<file path="src/rtl/mem_ctrl_if.sv">
// rtl/mem_ctrl_if.sv - external memory request/acknowledge bundle for mem_ctrl
interface mem_ctrl_if;
    logic [15:0] memAddr;
    logic [15:0] memWData;
    logic        memRdEn;
    logic        memWrEn;
    logic [15:0] memRData;
    logic        memAck;

    modport master (
        output memAddr,
        output memWData,
        output memRdEn,
        output memWrEn,
        input  memRData,
        input  memAck
    );

    modport slave (
        input  memAddr,
        input  memWData,
        input  memRdEn,
        input  memWrEn,
        output memRData,
        output memAck
    );
endinterface

</file>
<file path="src/rtl/mem_ctrl.sv">
// rtl/mem_ctrl.sv - LC-3 MAR/MDR memory interface unit; MEM_TIMEOUT_EN adds a request abort timer
module mem_ctrl #(
    parameter int TIMEOUT = 255
) (
    input  logic              clk,
    input  logic              rst,
    input  logic              ldMAR,
    input  logic              ldMDR,
    input  logic              memEN,
    input  logic              memWE,
    input  logic [15:0]       Buss,
    output logic [15:0]       marOut,
    output logic [15:0]       mdrOut,
    output logic              R,
    output logic              busy,
    output logic              memErr,
    mem_ctrl_if.master        mem
);

    typedef enum logic [1:0] {IDLE, RD, WR, DONE} state_e;

    state_e      state_q, state_d;
    logic [15:0] mar_q, mar_d;
    logic [15:0] mdr_q, mdr_d;

`ifdef MEM_TIMEOUT_EN
    localparam int CNT_W = ($clog2(TIMEOUT + 1) > 8) ? $clog2(TIMEOUT + 1) : 8;
    localparam logic [CNT_W-1:0] TIMEOUT_C = CNT_W'(TIMEOUT);

    // cnt_q holds the number of unacknowledged request cycles already spent
    logic [CNT_W-1:0] cnt_q, cnt_d, cnt_inc;
    logic             err_q, err_d;

    assign cnt_inc = cnt_q + 1'b1;
    assign memErr  = err_q;
`else
    assign memErr  = 1'b0;
`endif

    always_comb begin
        state_d = state_q;
        mar_d   = mar_q;
        mdr_d   = mdr_q;
`ifdef MEM_TIMEOUT_EN
        cnt_d   = cnt_q;
        err_d   = 1'b0;
`endif
        case (state_q)
            IDLE: begin
                if (ldMAR) mar_d = Buss;
                if (ldMDR) mdr_d = Buss;
                if (memEN) state_d = memWE ? WR : RD;
`ifdef MEM_TIMEOUT_EN
                cnt_d = '0;
`endif
            end
            RD: begin
                if (mem.memAck) begin
                    mdr_d   = mem.memRData;
                    state_d = DONE;
                end
`ifdef MEM_TIMEOUT_EN
                else if (cnt_inc == TIMEOUT_C) begin
                    mdr_d   = 16'h0000;
                    state_d = DONE;
                    err_d   = 1'b1;
                end else begin
                    cnt_d = cnt_inc;
                end
`endif
            end
            WR: begin
                if (mem.memAck) begin
                    state_d = DONE;
                end
`ifdef MEM_TIMEOUT_EN
                else if (cnt_inc == TIMEOUT_C) begin
                    state_d = DONE;
                    err_d   = 1'b1;
                end else begin
                    cnt_d = cnt_inc;
                end
`endif
            end
            // DONE never samples memEN, so a held request cannot retrigger here
            DONE:    state_d = IDLE;
            default: state_d = IDLE;
        endcase
    end

    always_ff @(posedge clk) begin
        if (rst) begin
            state_q <= IDLE;
            mar_q   <= 16'h0000;
            mdr_q   <= 16'h0000;
`ifdef MEM_TIMEOUT_EN
            cnt_q   <= '0;
            err_q   <= 1'b0;
`endif
        end else begin
            state_q <= state_d;
            mar_q   <= mar_d;
            mdr_q   <= mdr_d;
`ifdef MEM_TIMEOUT_EN
            cnt_q   <= cnt_d;
            err_q   <= err_d;
`endif
        end
    end

    assign marOut       = mar_q;
    assign mdrOut       = mdr_q;
    assign R            = (state_q == DONE);
    assign busy         = (state_q != IDLE);
    assign mem.memAddr  = mar_q;
    assign mem.memWData = mdr_q;
    assign mem.memRdEn  = (state_q == RD);
    assign mem.memWrEn  = (state_q == WR);

endmodule
</file>
<file path="src/flat_wrapper.sv">
// flat-port wrapper written by rule: the top's interface ports become plain ports
module mem_ctrl_flat 
#(
    parameter int TIMEOUT = 255
)
  (clk, rst, ldMAR, ldMDR, memEN, memWE, Buss, marOut, mdrOut, R, busy, memErr, mem_memAddr, mem_memWData, mem_memRdEn, mem_memWrEn, mem_memRData, mem_memAck);
  mem_ctrl_if mem_i ();
  input  logic clk;
  input  logic rst;
  input  logic ldMAR;
  input  logic ldMDR;
  input  logic memEN;
  input  logic memWE;
  input  logic [15:0] Buss;
  output logic [15:0] marOut;
  output logic [15:0] mdrOut;
  output logic R;
  output logic busy;
  output logic memErr;
  output wire logic [$bits(mem_i.memAddr)-1:0] mem_memAddr;
  output wire logic [$bits(mem_i.memWData)-1:0] mem_memWData;
  output wire logic [$bits(mem_i.memRdEn)-1:0] mem_memRdEn;
  output wire logic [$bits(mem_i.memWrEn)-1:0] mem_memWrEn;
  input wire logic [$bits(mem_i.memRData)-1:0] mem_memRData;
  input wire logic [$bits(mem_i.memAck)-1:0] mem_memAck;
  assign mem_memAddr = mem_i.memAddr;
  assign mem_memWData = mem_i.memWData;
  assign mem_memRdEn = mem_i.memRdEn;
  assign mem_memWrEn = mem_i.memWrEn;
  assign mem_i.memRData = mem_memRData;
  assign mem_i.memAck = mem_memAck;
  mem_ctrl #(.TIMEOUT(TIMEOUT)) u_core (.clk(clk), .rst(rst), .ldMAR(ldMAR), .ldMDR(ldMDR), .memEN(memEN), .memWE(memWE), .Buss(Buss), .marOut(marOut), .mdrOut(mdrOut), .R(R), .busy(busy), .memErr(memErr), .mem(mem_i));
endmodule
</file>
<file path="config.mk">
export PLATFORM = sky130hd
export DESIGN_NAME = mem_ctrl_flat
export DESIGN_NICKNAME = d
export VERILOG_FILES = /design/src/rtl/mem_ctrl_if.sv /design/src/rtl/mem_ctrl.sv /design/src/flat_wrapper.sv
export SDC_FILE = /design/constraint.sdc
export NUM_CORES = 1
export LEC_CHECK = 0
export ABC_AREA = 1
export BUFFER_PORTS_ARGS = -buffer_cell sky130_fd_sc_hd__buf_2
export CORE_MARGIN = 2
export CORE_UTILIZATION = 44
export DETAILED_ROUTE_END_ITERATION = 12
export PLACE_DENSITY = 0.81
export SLEW_MARGIN = 25
export SYNTH_ARGS = -nofsm -noshare
export SYNTH_HDL_FRONTEND = slang
export SYNTH_SLANG_ARGS = --single-unit
</file>
<file path="constraint.sdc">
create_clock -name clk -period 1.7 [get_ports clk]
set_input_delay 0 -clock clk [delete_from_list [all_inputs] [get_ports clk]]
set_output_delay 0 -clock clk [all_outputs]
set_load 0.02 [all_outputs]
</file>
==> results.json <==
{
  "drt-total-wl_um": 4770,
  "r2r_start": "u_core.state_q[0]$_SDFFE_PP0P_",
  "holdCritPathClass": "in -> reg",
  "cp_num_buf_inv": 2,
  "num_vias": 1835,
  "p_per_area_mw_per_mm2": 2140,
  "fin_crit_sh_pct": 91.3,
  "clk_pin_slew_ps": 70,
  "synth_nets": 327,
  "start_util_pct": 45.9,
  "fmax_mhz": 645,
  "timing_worst_setup_path_type": "reg -> reg",
  "slowest_stage": "dfxtp_1",
  "mostFrequentLayoutCells": "buf_2 (106), nand2_1 (80), nor2_1 (56)",
  "final_common_cell": "buf_2",
  "grt_pass1_wl_um": 7110,
  "ir_worst_vdd_v": 0.000948,
  "finalSetupTns_ps": 0,
  "io_pins": 108,
  "syn_inst": 283,
  "hpwlAfterDp_um": 3430,
  "yosysWarnings": 0,
  "ys_ff_latch": 34,
  "slowest_delay_ps": 360,
  "grt_pass1_vias": 1566,
  "antenna_found_initial": 0,
  "synthTopCellsByArea": "dfxtp_1 (37%), nand2_1 (16%), buf_4 (13%)",
  "maxSlewViolCount": 0,
  "ff2ff_setup_slack_ps": 150,
  "cap_violations": 0,
  "ys_seq_area_share_pct": 36.8,
  "end_kind": "flop",
  "run_status": "finished clean",
  "cts.path.max_buffers": 2,
  "r2r_end": "u_core.marOut[10]$_SDFFE_PP0P_",
  "drtAntennaViolNets": 0,
  "drt_iter0_markers": 108,
  "synth_cell_types": 15,
  "startpoint": "u_core.state_q[0]$_SDFFE_PP0P_",
  "wl_per_cell_um": 11.3,
  "dieArea_mm2": 0.00474,
  "finalCriticalPeriod_ps": 1550,
  "synth_top_area_share_pct": 36.8,
  "cts-buffers-inserted": 5,
  "crit_arrival_ps": 1720,
  "power.leakage_nw": 1.44,
  "cp-start-kind": "flop",
  "die_w_um": 68.8,
  "cts_setup_buffers": 0,
  "crit_fanout": 11,
  "num_rows": 23,
  "grt_start_max_net_pins": 24,
  "worstMarginPinSlew_ps": 590,
  "layout-drive-gt1-share_pct": 33.4,
  "holdWs_ps": 6.56,
  "cpLargestDelayFamily": "flip-flops",
  "cp_num_cells": 6,
  "place_congestion": 0.774,
  "cp_data_required_time_ps": 1870,
  "setup_viol": 0,
  "synth_area_mm2": 0.00185,
  "r2r_cells": 6,
  "slew_headroom_pct": 60.6,
  "root_buffer": "clkbuf_8",
  "overflow": 0,
  "numPortBuffers": 106,
  "die_h_um": 68.8,
  "grtUsageTotal_pct": 20.6,
  "cts_tree": "done",
  "fin_nets": 414,
  "cts_sinks": 34,
  "cts.htree.levels": 2,
  "antenna_cells": 0,
  "vias_per_cell": 4.36,
  "cp_cell_sequence": "inv_1 > ha_1 > nand2_1 > clkinvlp_4 > o21ai_0 > a21oi_1",
  "netlist.top_cell.by_area": "dfxtp_1",
  "hold_viol_final": 0,
  "remaining_drc_errors": 0,
  "avgSynthCellArea_um2": 6.53,
  "insertion_delay_ps": 280,
  "endpoint": "u_core.marOut[10]$_SDFFE_PP0P_",
  "first_pass_iters": 4,
  "area_growth_pct": 30.6,
  "finClkSkew_ps": 2.51,
  "coreArea_mm2": 0.00403
}
cells by family after synthesis:
| family | Yosys count | synth area share [%] |
|---|---|---|
| compound gates | 30 | 8.12 |
| fa+ha+maj | 5 | 3.38 |
| buf+inv | 76 | 23.3 |
| flops | 34 | 36.8 |
| other cells | 1 | 0.203 |
| simple gates | 137 | 28.1 |
Yosys cell counts, drive strengths merged:
library cell	number
nand2	80
buf	41
inv	31
conb	1
nor2	56
clkbuf	4
a21oi	6
ha	5
dfxtp	34
nand3	1
o21ai	24
report_power, final:
group / internal [mW] / total, mW / switching (mW)
combinational: 1.03 / 3.12 / 2.09
sequential: 1.13 / 1.36 / 0.227
clock: 0.409 / 0.693 / 0.284
total: 2.57 / 5.17 / 2.60
area by class of cell:
class	count	area, um2
inverter	31	123
timing repair buffer	124	696
timing repair inverter	1	7.51
clock buffer	8	110
fill	407	1610
multi-input combinational	173	737
tap	50	62.6
sequential	34	681
timing repair:
item,in CTS,in global routing
hold endpoints to repair,12,0
gates resized for setup,0,3
hold buffers,12,0
setup endpoints to repair,0,10
layer usage:
layer  GRT usage (%)  up-vias  wire length, um  share of wire (%)
li1                -      978                -                  -
met1            25.6      791             2100                 44
met2            33.3       60             2340                 49
met3            5.52        6              268                5.6
met4            9.07        0               66                1.4
met5               0        -                0                  0
worst min-delay path by stage:
stage / slack [ps] / cells past startpoint / end / start
final: 7 / 3 / u_core.marOut[8]$_SDFFE_PP0P_ / Buss[8]
after global routing: 7 / 3 / u_core.marOut[8]$_SDFFE_PP0P_ / Buss[8]
after CTS: 6 / 3 / u_core.marOut[8]$_SDFFE_PP0P_ / Buss[8]
after detailed placement: 260 / 3 / u_core.marOut[10]$_SDFFE_PP0P_ / Buss[10]
after global placement: 250 / 3 / u_core.marOut[10]$_SDFFE_PP0P_ / Buss[10]
after floorplan: 140 / 2 / u_core.marOut[11]$_SDFFE_PP0P_ / Buss[11]
worst min-delay path, delay by kind of cell:
kind / cells / cell delay, ps
buffers and inverters: 1 / 90
AO/OA/AOI/OAI: 1 / 80
AND/OR/NAND/NOR: 1 / 80
state kept, by name, summed over array words and instances (netlist names):
signal          flops
u_core.marOut      16
u_core.mdrOut      16
u_core.state_q      2
stage by stage:
step | power (mW) | cell area [um2] | util, % | setup slack (ps) | instances
CTS | 5.16 | 2400 | 59.6 | 163 | 420
global placement | 4.34 | 2170 | 53.9 | 252 | 400
floorplan | 3.94 | 1850 | - | 282 | 283
global route | 5.66 | 2420 | 60.0 | -11.6 | 421
finish | 5.17 | 2420 | 60.0 | 149 | 421
detailed placement | 4.43 | 2170 | 53.9 | 186 | 400
Power figures use the tool's default switching activity.
